File: src/rtl/owm_byte_seq_if.sv
// Purpose: command/response handshake plus sockit_owm register-bus bundle for owm_byte_seq.
// Latency: none, wires only.
// Backpressure: cmd_valid/cmd_ready on commands; responses are single-cycle pulses with no backpressure.
interface owm_byte_seq_if #(
    parameter int BWD = 32
);
    logic           cmd_valid;
    logic           cmd_ready;
    logic [1:0]     cmd_op;
    logic [7:0]     cmd_data;
    logic           rsp_valid;
    logic [7:0]     rsp_data;
    logic           rsp_presence;
    logic           rsp_err;
    logic           busy;
    logic           bus_ren;
    logic           bus_wen;
    logic           bus_adr;
    logic [BWD-1:0] bus_wdt;
    logic [BWD-1:0] bus_rdt;

    // Sequencer side: consumes commands and bus status, drives responses and the bus.
    modport master (
        input  cmd_valid, cmd_op, cmd_data, bus_rdt,
        output cmd_ready, rsp_valid, rsp_data, rsp_presence, rsp_err, busy,
               bus_ren, bus_wen, bus_adr, bus_wdt
    );

    // Environment side: command producer, response consumer and sockit_owm.
    modport slave (
        output cmd_valid, cmd_op, cmd_data, bus_rdt,
        input  cmd_ready, rsp_valid, rsp_data, rsp_presence, rsp_err, busy,
               bus_ren, bus_wen, bus_adr, bus_wdt
    );
endinterface

File: src/rtl/owm_byte_seq.sv
// Purpose: byte-level 1-wire command sequencer driving sockit_owm one bit slot at a time (optional slot timeout: OWM_SEQ_TIMEOUT_EN).
// Latency: 2 cycles + 3 cycles per bit + sockit_owm slot time; illegal op answers 2 cycles after accept.
// Backpressure: cmd_ready only in IDLE, commands offered while busy are dropped; rsp_valid is a 1-cycle pulse with no backpressure.
module owm_byte_seq #(
    parameter int BWD     = 32,
    parameter int TMO_CYC = 65535
) (
    input  logic          clk,
    input  logic          rst,
    owm_byte_seq_if.master io
);
    localparam logic [2:0] S_IDLE  = 3'd0;
    localparam logic [2:0] S_ISSUE = 3'd1;
    localparam logic [2:0] S_WAIT  = 3'd2;
    localparam logic [2:0] S_NEXT  = 3'd3;
    localparam logic [2:0] S_RESP  = 3'd4;

    localparam logic [1:0] OP_RST = 2'd0;
    localparam logic [1:0] OP_WR  = 2'd1;
    localparam logic [1:0] OP_RD  = 2'd2;
    localparam logic [1:0] OP_ILL = 2'd3;

    logic [2:0] state;
    logic [1:0] op_q;
    logic [7:0] data_q;
    logic [7:0] shreg;
    logic [2:0] bit_cnt;
    logic       armed;
    logic       presence;
    logic       slot_done;
    logic       last_slot;

`ifdef OWM_SEQ_TIMEOUT_EN
    logic [15:0] tmo;
`else
    logic [15:0] unused_tmo;
    assign unused_tmo = 16'(TMO_CYC);
`endif

    logic [BWD-3:0] unused_rdt;
    assign unused_rdt = {io.bus_rdt[BWD-1:4], io.bus_rdt[2:1]};

    // Control word for one slot: reset pulse, write slot carrying the bit, or write-1 slot for reads.
    function automatic logic [BWD-1:0] wdt_word(input logic [1:0] op, input logic bit_v);
        logic [7:0] b;
        case (op)
            OP_RST:  b = 8'h0A;
            OP_WR:   b = {7'b0000100, bit_v};
            default: b = 8'h09;
        endcase
        return {{(BWD-8){1'b0}}, b};
    endfunction

    assign io.bus_adr = 1'b0;
    // A slot is finished once CYC has been seen high and has dropped again.
    assign slot_done  = armed && !io.bus_rdt[3];
    // Reset and illegal ops are single-step; byte ops end after bit 7.
    assign last_slot  = (op_q == OP_RST) || (op_q == OP_ILL) || (bit_cnt == 3'd7);

    // Sequencer FSM; every output is registered and reflects the state being entered.
    always_ff @(posedge clk) begin
        if (rst) begin
            state           <= S_IDLE;
            io.cmd_ready    <= 1'b0;
            io.rsp_valid    <= 1'b0;
            io.rsp_data     <= 8'h00;
            io.rsp_presence <= 1'b0;
            io.rsp_err      <= 1'b0;
            io.busy         <= 1'b0;
            io.bus_ren      <= 1'b0;
            io.bus_wen      <= 1'b0;
            io.bus_wdt      <= '0;
            op_q            <= OP_RST;
            data_q          <= 8'h00;
            shreg           <= 8'h00;
            bit_cnt         <= 3'd0;
            armed           <= 1'b0;
            presence        <= 1'b0;
`ifdef OWM_SEQ_TIMEOUT_EN
            tmo             <= 16'd0;
`endif
        end else begin
            io.rsp_valid <= 1'b0;
            io.bus_wen   <= 1'b0;
            case (state)
                S_IDLE: begin
                    if (io.cmd_valid && io.cmd_ready) begin
                        op_q         <= io.cmd_op;
                        data_q       <= io.cmd_data;
                        bit_cnt      <= 3'd0;
                        shreg        <= 8'h00;
                        presence     <= 1'b0;
                        io.cmd_ready <= 1'b0;
                        io.busy      <= 1'b1;
                        // Illegal ops skip the bus and are answered from NEXT.
                        if (io.cmd_op == OP_ILL) begin
                            state <= S_NEXT;
                        end else begin
                            state      <= S_ISSUE;
                            io.bus_wen <= 1'b1;
                            io.bus_wdt <= wdt_word(io.cmd_op, io.cmd_data[0]);
                        end
                    end else begin
                        io.cmd_ready <= 1'b1;
                    end
                end
                S_ISSUE: begin
                    armed      <= 1'b0;
`ifdef OWM_SEQ_TIMEOUT_EN
                    tmo        <= 16'(TMO_CYC);
`endif
                    io.bus_ren <= 1'b1;
                    state      <= S_WAIT;
                end
                S_WAIT: begin
                    if (io.bus_rdt[3]) begin
                        armed <= 1'b1;
                    end
                    // Completion wins over a timeout expiring in the same cycle.
                    if (slot_done) begin
                        if (op_q == OP_RST) presence <= ~io.bus_rdt[0];
                        if (op_q == OP_RD)  shreg    <= {io.bus_rdt[0], shreg[7:1]};
                        io.bus_ren <= 1'b0;
                        state      <= S_NEXT;
                    end
`ifdef OWM_SEQ_TIMEOUT_EN
                    else if (tmo == 16'd0) begin
                        io.bus_ren      <= 1'b0;
                        io.rsp_valid    <= 1'b1;
                        io.rsp_err      <= 1'b1;
                        io.rsp_data     <= 8'h00;
                        io.rsp_presence <= 1'b0;
                        state           <= S_RESP;
                    end else begin
                        tmo <= tmo - 16'd1;
                    end
`endif
                end
                S_NEXT: begin
                    if (last_slot) begin
                        io.rsp_valid    <= 1'b1;
                        io.rsp_data     <= (op_q == OP_RD) ? shreg : 8'h00;
                        io.rsp_presence <= (op_q == OP_RST) && presence;
                        io.rsp_err      <= (op_q == OP_ILL);
                        state           <= S_RESP;
                    end else begin
                        bit_cnt    <= bit_cnt + 3'd1;
                        io.bus_wen <= 1'b1;
                        io.bus_wdt <= wdt_word(op_q, data_q[bit_cnt + 3'd1]);
                        state      <= S_ISSUE;
                    end
                end
                S_RESP: begin
                    io.rsp_data     <= 8'h00;
                    io.rsp_presence <= 1'b0;
                    io.rsp_err      <= 1'b0;
                    io.busy         <= 1'b0;
                    io.cmd_ready    <= 1'b1;
                    state           <= S_IDLE;
                end
                default: begin
                    state <= S_IDLE;
                end
            endcase
        end
    end
endmodule

File: src/flat_wrapper.sv
// flat-port wrapper written by rule: the top's interface ports become plain ports
module owm_byte_seq_flat 
#(
    parameter int BWD     = 32,
    parameter int TMO_CYC = 65535
)
  (clk, rst, io_cmd_valid, io_cmd_op, io_cmd_data, io_bus_rdt, io_cmd_ready, io_rsp_valid, io_rsp_data, io_rsp_presence, io_rsp_err, io_busy, io_bus_ren, io_bus_wen, io_bus_adr, io_bus_wdt);
  owm_byte_seq_if #(.BWD(BWD)) io_i ();
  input  logic clk;
  input  logic rst;
  input wire logic [$bits(io_i.cmd_valid)-1:0] io_cmd_valid;
  input wire logic [$bits(io_i.cmd_op)-1:0] io_cmd_op;
  input wire logic [$bits(io_i.cmd_data)-1:0] io_cmd_data;
  input wire logic [$bits(io_i.bus_rdt)-1:0] io_bus_rdt;
  output wire logic [$bits(io_i.cmd_ready)-1:0] io_cmd_ready;
  output wire logic [$bits(io_i.rsp_valid)-1:0] io_rsp_valid;
  output wire logic [$bits(io_i.rsp_data)-1:0] io_rsp_data;
  output wire logic [$bits(io_i.rsp_presence)-1:0] io_rsp_presence;
  output wire logic [$bits(io_i.rsp_err)-1:0] io_rsp_err;
  output wire logic [$bits(io_i.busy)-1:0] io_busy;
  output wire logic [$bits(io_i.bus_ren)-1:0] io_bus_ren;
  output wire logic [$bits(io_i.bus_wen)-1:0] io_bus_wen;
  output wire logic [$bits(io_i.bus_adr)-1:0] io_bus_adr;
  output wire logic [$bits(io_i.bus_wdt)-1:0] io_bus_wdt;
  assign io_i.cmd_valid = io_cmd_valid;
  assign io_i.cmd_op = io_cmd_op;
  assign io_i.cmd_data = io_cmd_data;
  assign io_i.bus_rdt = io_bus_rdt;
  assign io_cmd_ready = io_i.cmd_ready;
  assign io_rsp_valid = io_i.rsp_valid;
  assign io_rsp_data = io_i.rsp_data;
  assign io_rsp_presence = io_i.rsp_presence;
  assign io_rsp_err = io_i.rsp_err;
  assign io_busy = io_i.busy;
  assign io_bus_ren = io_i.bus_ren;
  assign io_bus_wen = io_i.bus_wen;
  assign io_bus_adr = io_i.bus_adr;
  assign io_bus_wdt = io_i.bus_wdt;
  owm_byte_seq #(.BWD(BWD), .TMO_CYC(TMO_CYC)) u_core (.clk(clk), .rst(rst), .io(io_i));
endmodule
File: config.mk
export PLATFORM = sky130hd
export DESIGN_NAME = owm_byte_seq_flat
export DESIGN_NICKNAME = d
export VERILOG_FILES = /design/src/rtl/owm_byte_seq_if.sv /design/src/rtl/owm_byte_seq.sv /design/src/flat_wrapper.sv
export SDC_FILE = /design/constraint.sdc
export NUM_CORES = 1
export LEC_CHECK = 0
export ABC_AREA = 1
export CAP_MARGIN = 20
export CORE_ASPECT_RATIO = 0.75
export CORE_MARGIN = 5
export CORE_UTILIZATION = 42
export CTS_BUF_LIST = sky130_fd_sc_hd__clkbuf_4 sky130_fd_sc_hd__clkbuf_8 sky130_fd_sc_hd__clkbuf_16
export DETAILED_ROUTE_END_ITERATION = 8
export GPL_TIMING_DRIVEN = 0
export MAX_ROUTING_LAYER = met4
export PLACE_DENSITY = 0.78
export SLEW_MARGIN = 20
export SYNTH_ARGS = -nofsm -noshare
export SYNTH_HDL_FRONTEND = slang
export SYNTH_SLANG_ARGS = --single-unit
export TNS_END_PERCENT = 1
File: constraint.sdc
create_clock -name clk -period 2.1 [get_ports clk]
set_input_delay 0.21 -clock clk [delete_from_list [all_inputs] [get_ports clk]]
set_output_delay 0.21 -clock clk [all_outputs]
set_load 0.05 [all_outputs]
==> metrics.md <==
| Metric | Value |
|---|---|
| VDD IR max | `563 uV` |
| First-pass GRT wire length | `approximately 7.7 mm` |
| Vias per cell | `~4.6` |
| Switching Share | `between 40% and 50%` |
| Final WL | `between 4 and 5 mm` |
| Area Growth Syn to Fin | `27.1%` |
| Setup Fix Bufs, Post-CTS | `0` |
| Slew HR | `66.1%` |
| Vias | `1853` |
| Register area share after synthesis | `roughly 40%` |
| Worst R2R Start | `u_core.bit_cnt[0]` |
| Residual DRC | `0` |
| Placer Congestion | `0.889` |
| Initial core utilization | `44.1%` |
| Fillers | `479` |
| I/O pins | `93` |
| Synthesized instance count | `278` |
| Post-synth EDFFs | `0` |
| Total iterations of the first detailed-routing run | `4` |
| Worst slew pin tran | `0.506 ns` |
| R2r setup slk | `0.39 ns` |
| Cells along the critical path | `ha_1 > ha_1 > nor2_1 > nand4_1 > nand2_2 > o21a_1 > a21oi_1` |
| Distinct cells, synth | `29` |
| IO buf count | `31` |
| Core area | `4950 um2` |
| Synth Cell Area | `2190 um2` |
| Clock group share of total power | `19.3%` |
| H-tree depth | `2` |
| WL per Instance | `between 10 and 15 um` |
| Most common cell in the netlist | `dfxtp_1` |
| Die Height | `72.5 um` |
| Pwr per Cell Area | `1040 nW/um2` |
| Fin Setup TNS | `0 ns` |
| Total grt overflow | `0` |
| Clk_skew | `0.00779 ns` |
| Sequential share of power | `35.1%` |
| Post-route cell area | `2780 um2` |
| Cts repair resizes | `0` |
| Hold-fix buffers at CTS | `0` |
| Drt initial violations | `roughly 110` |
| Maximum clock path buffer count | `2` |
| Critical path data required time | `2.28 ns` |
| Worst setup path category | `flip-flop to flip-flop` |
| Cell row count | `22` |
| Critical-path top delay cell | `dfxtp_1` |
| Total die area | `about 6800 um2` |
| Hold Fails Final Rpt | `0` |
| CTS sink count | `between 40 and 50` |
| Crit end category | `flip-flop` |
| Pwr Total | `2.89 mW` |
| Worst-path clk slew | `around 0.080 ns` |
| Detail Route Antenna Nets | `0` |
| Status | `finished, final reports clean` |
| CTS Root Cell | `clkbuf_8` |
| Peak Freq | `~600 MHz` |
| Antenna violations before repair | `0` |
| Post-synth top flop | `dfxtp_1` |
| Setup violators final | `0` |
| Psw | `between 1 and 1.5 mW` |
| CTS tree | `yes` |
| Proportion of layout cells with a drive suffix above 1 | `18.5%` |
| Internal power | `1.64 mW` |
| Post-DP HPWL | `3.64 mm` |
| GRT Total Usage | `~15%` |
| Hold_sp | `rst` |
| Largest net degree at the start of global routing | `14` |
| Post-Place Cell Area | `2680 um2` |
| RSZ-0062 raised after global routing | `no` |
| Antenna diodes | `0` |
| Hold Path Class | `input port to flip-flop` |
| Die span in x | `93.3 um` |
| CP max FO | `8` |
| Vias in the first global route | `1673` |
| FF+latch count, synth | `44` |
| WP data arrival | `1.90 ns` |
| Max incr delay on CP | `0.39 ns` |
| Lkg Pwr | `1.21 nW` |
| Nets@finish | `397` |
| Synthesized area per cell | `7.86 um2` |
| Synth area leaders | `dfxtp_1, buf_4, a21oi_1` |
| Share of the synthesized area in the top cell type | `40.3%` |
| Crit path launch type | `flip-flop` |
| Gate power share | `45.6%` |
| CTS Buf Count | `5` |
| Most common cell on crit path | `ha_1` |
| Synth warn | `0` |
| Clk_lat worst skew | `roughly 0.29 ns` |
| Crit path from | `u_core.bit_cnt[0]` |
| Most frequent cells after synthesis | `dfxtp_1, nand2_1, a21oi_1` |
| Post-synth top area cell | `dfxtp_1` |
| Final period util | `81.6%` |
| Final Critical Period | `1.71 ns` |
| Post-synth ARST share | `0%` |
| Reg area | `881 um2` |
| Hold WS | `between 0.15 and 0.2 ns` |
| Max cap viols | `0` |
| Max Slew Vio Count | `0` |
| Multi-input gate area | `between 1000 and 1500 um2` |
-- power by group through the flow --
stage / combinational, mW / clock [mW] / sequential [mW]
CTS: 1.32 / 0.564 / 1.02
global placement: 1.30 / 0 / 1.03
detailed placement: 1.31 / 0 / 1.03
global route: 1.44 / 0.599 / 1.03
finish: 1.32 / 0.557 / 1.01
floorplan: 0.914 / 0 / 1.16
-- worst max-delay path, delay by kind of cell, from the launching register on --
family                     cells  cell delay, ns
adders and majority gates      2            0.41
DFF                            1            0.39
AOI/OAI and AO/OA              2            0.19
and+or+nand+nor                3            0.64
-- sequential cells by signal, indices dropped and copies added (netlist names) --
name,cells
u_core.io.rsp_data,8
u_core.io.rsp_presence,1
u_core.op_q,2
u_core.armed,1
u_core.state,3
u_core.bit_cnt,3
u_core.data_q,8
u_core.io.busy,1
u_core.io.bus_wdt,3
u_core.io.rsp_err,1
u_core.shreg,8
u_core.io.bus_ren,1
u_core.io.rsp_valid,1
u_core.io.bus_wen,1
u_core.presence,1
u_core.io.cmd_ready,1
-- metrics by stage --
stage / util, % / worst slack (ns) / instances
floorplan: - / 0.588 / 307
global placement: 54.1 / 0.421 / 398
detailed placement: 54.1 / 0.375 / 398
CTS: 56.1 / 0.359 / 406
global route: 56.1 / 0.218 / 406
finish: 56.1 / 0.386 / 406
-- final timing paths --
| check | cells after the start | end |
|---|---|---|
| max | 7 | u_core.io.bus_wdt[0] |
| min | 2 | u_core.shreg[0] |
| max reg2reg | 7 | u_core.io.bus_wdt[0] |
| min reg2reg | 2 | u_core.data_q[0] |
-- cell usage in the layout (no fill, tap or decap), types with 2 or more instances in the layout --
master,n
dfxtp_1,44
nand2_1,42
a21oi_1,34
buf_4,33
clkdlybuf4s50_1,31
conb_1,30
nand3_1,26
inv_1,25
o21ai_0,22
nor2_1,15
ha_1,7
clkbuf_8,6
buf_2,4
nor2_4,3
nand2_4,3
nand3_2,2
nand2_2,2
inv_4,2
-- cell families after synthesis --
logic type                 count (synthesis)  share of synthesized area (%)
DFF                                       44                           40.3
and+or+nand+nor                           96                           21.8
adders and majority gates                  7                           4.01
other                                      1                          0.172
buffers and inverters                     67                           18.0
AOI/OAI and AO/OA                         63                           15.7
-- cell type report --
class,instances,area share [%]
inverter,28,3.96
sequential,44,31.7
timing repair buffer,31,11.2
multi-input combinational,196,36.8
tap,60,2.70
clock inverter,1,0.270
clock buffer,7,3.24
buffer,39,10.2
-- layer usage --
layer | part of all wire (%) | track usage (%)
met1 | 50 | 20.7
met2 | 42 | 20.7
met3 | 7.3 | 3.32
met4 | 0.99 | 3.74
met5 | 0 | -
(Power assumes the default switching activity.)
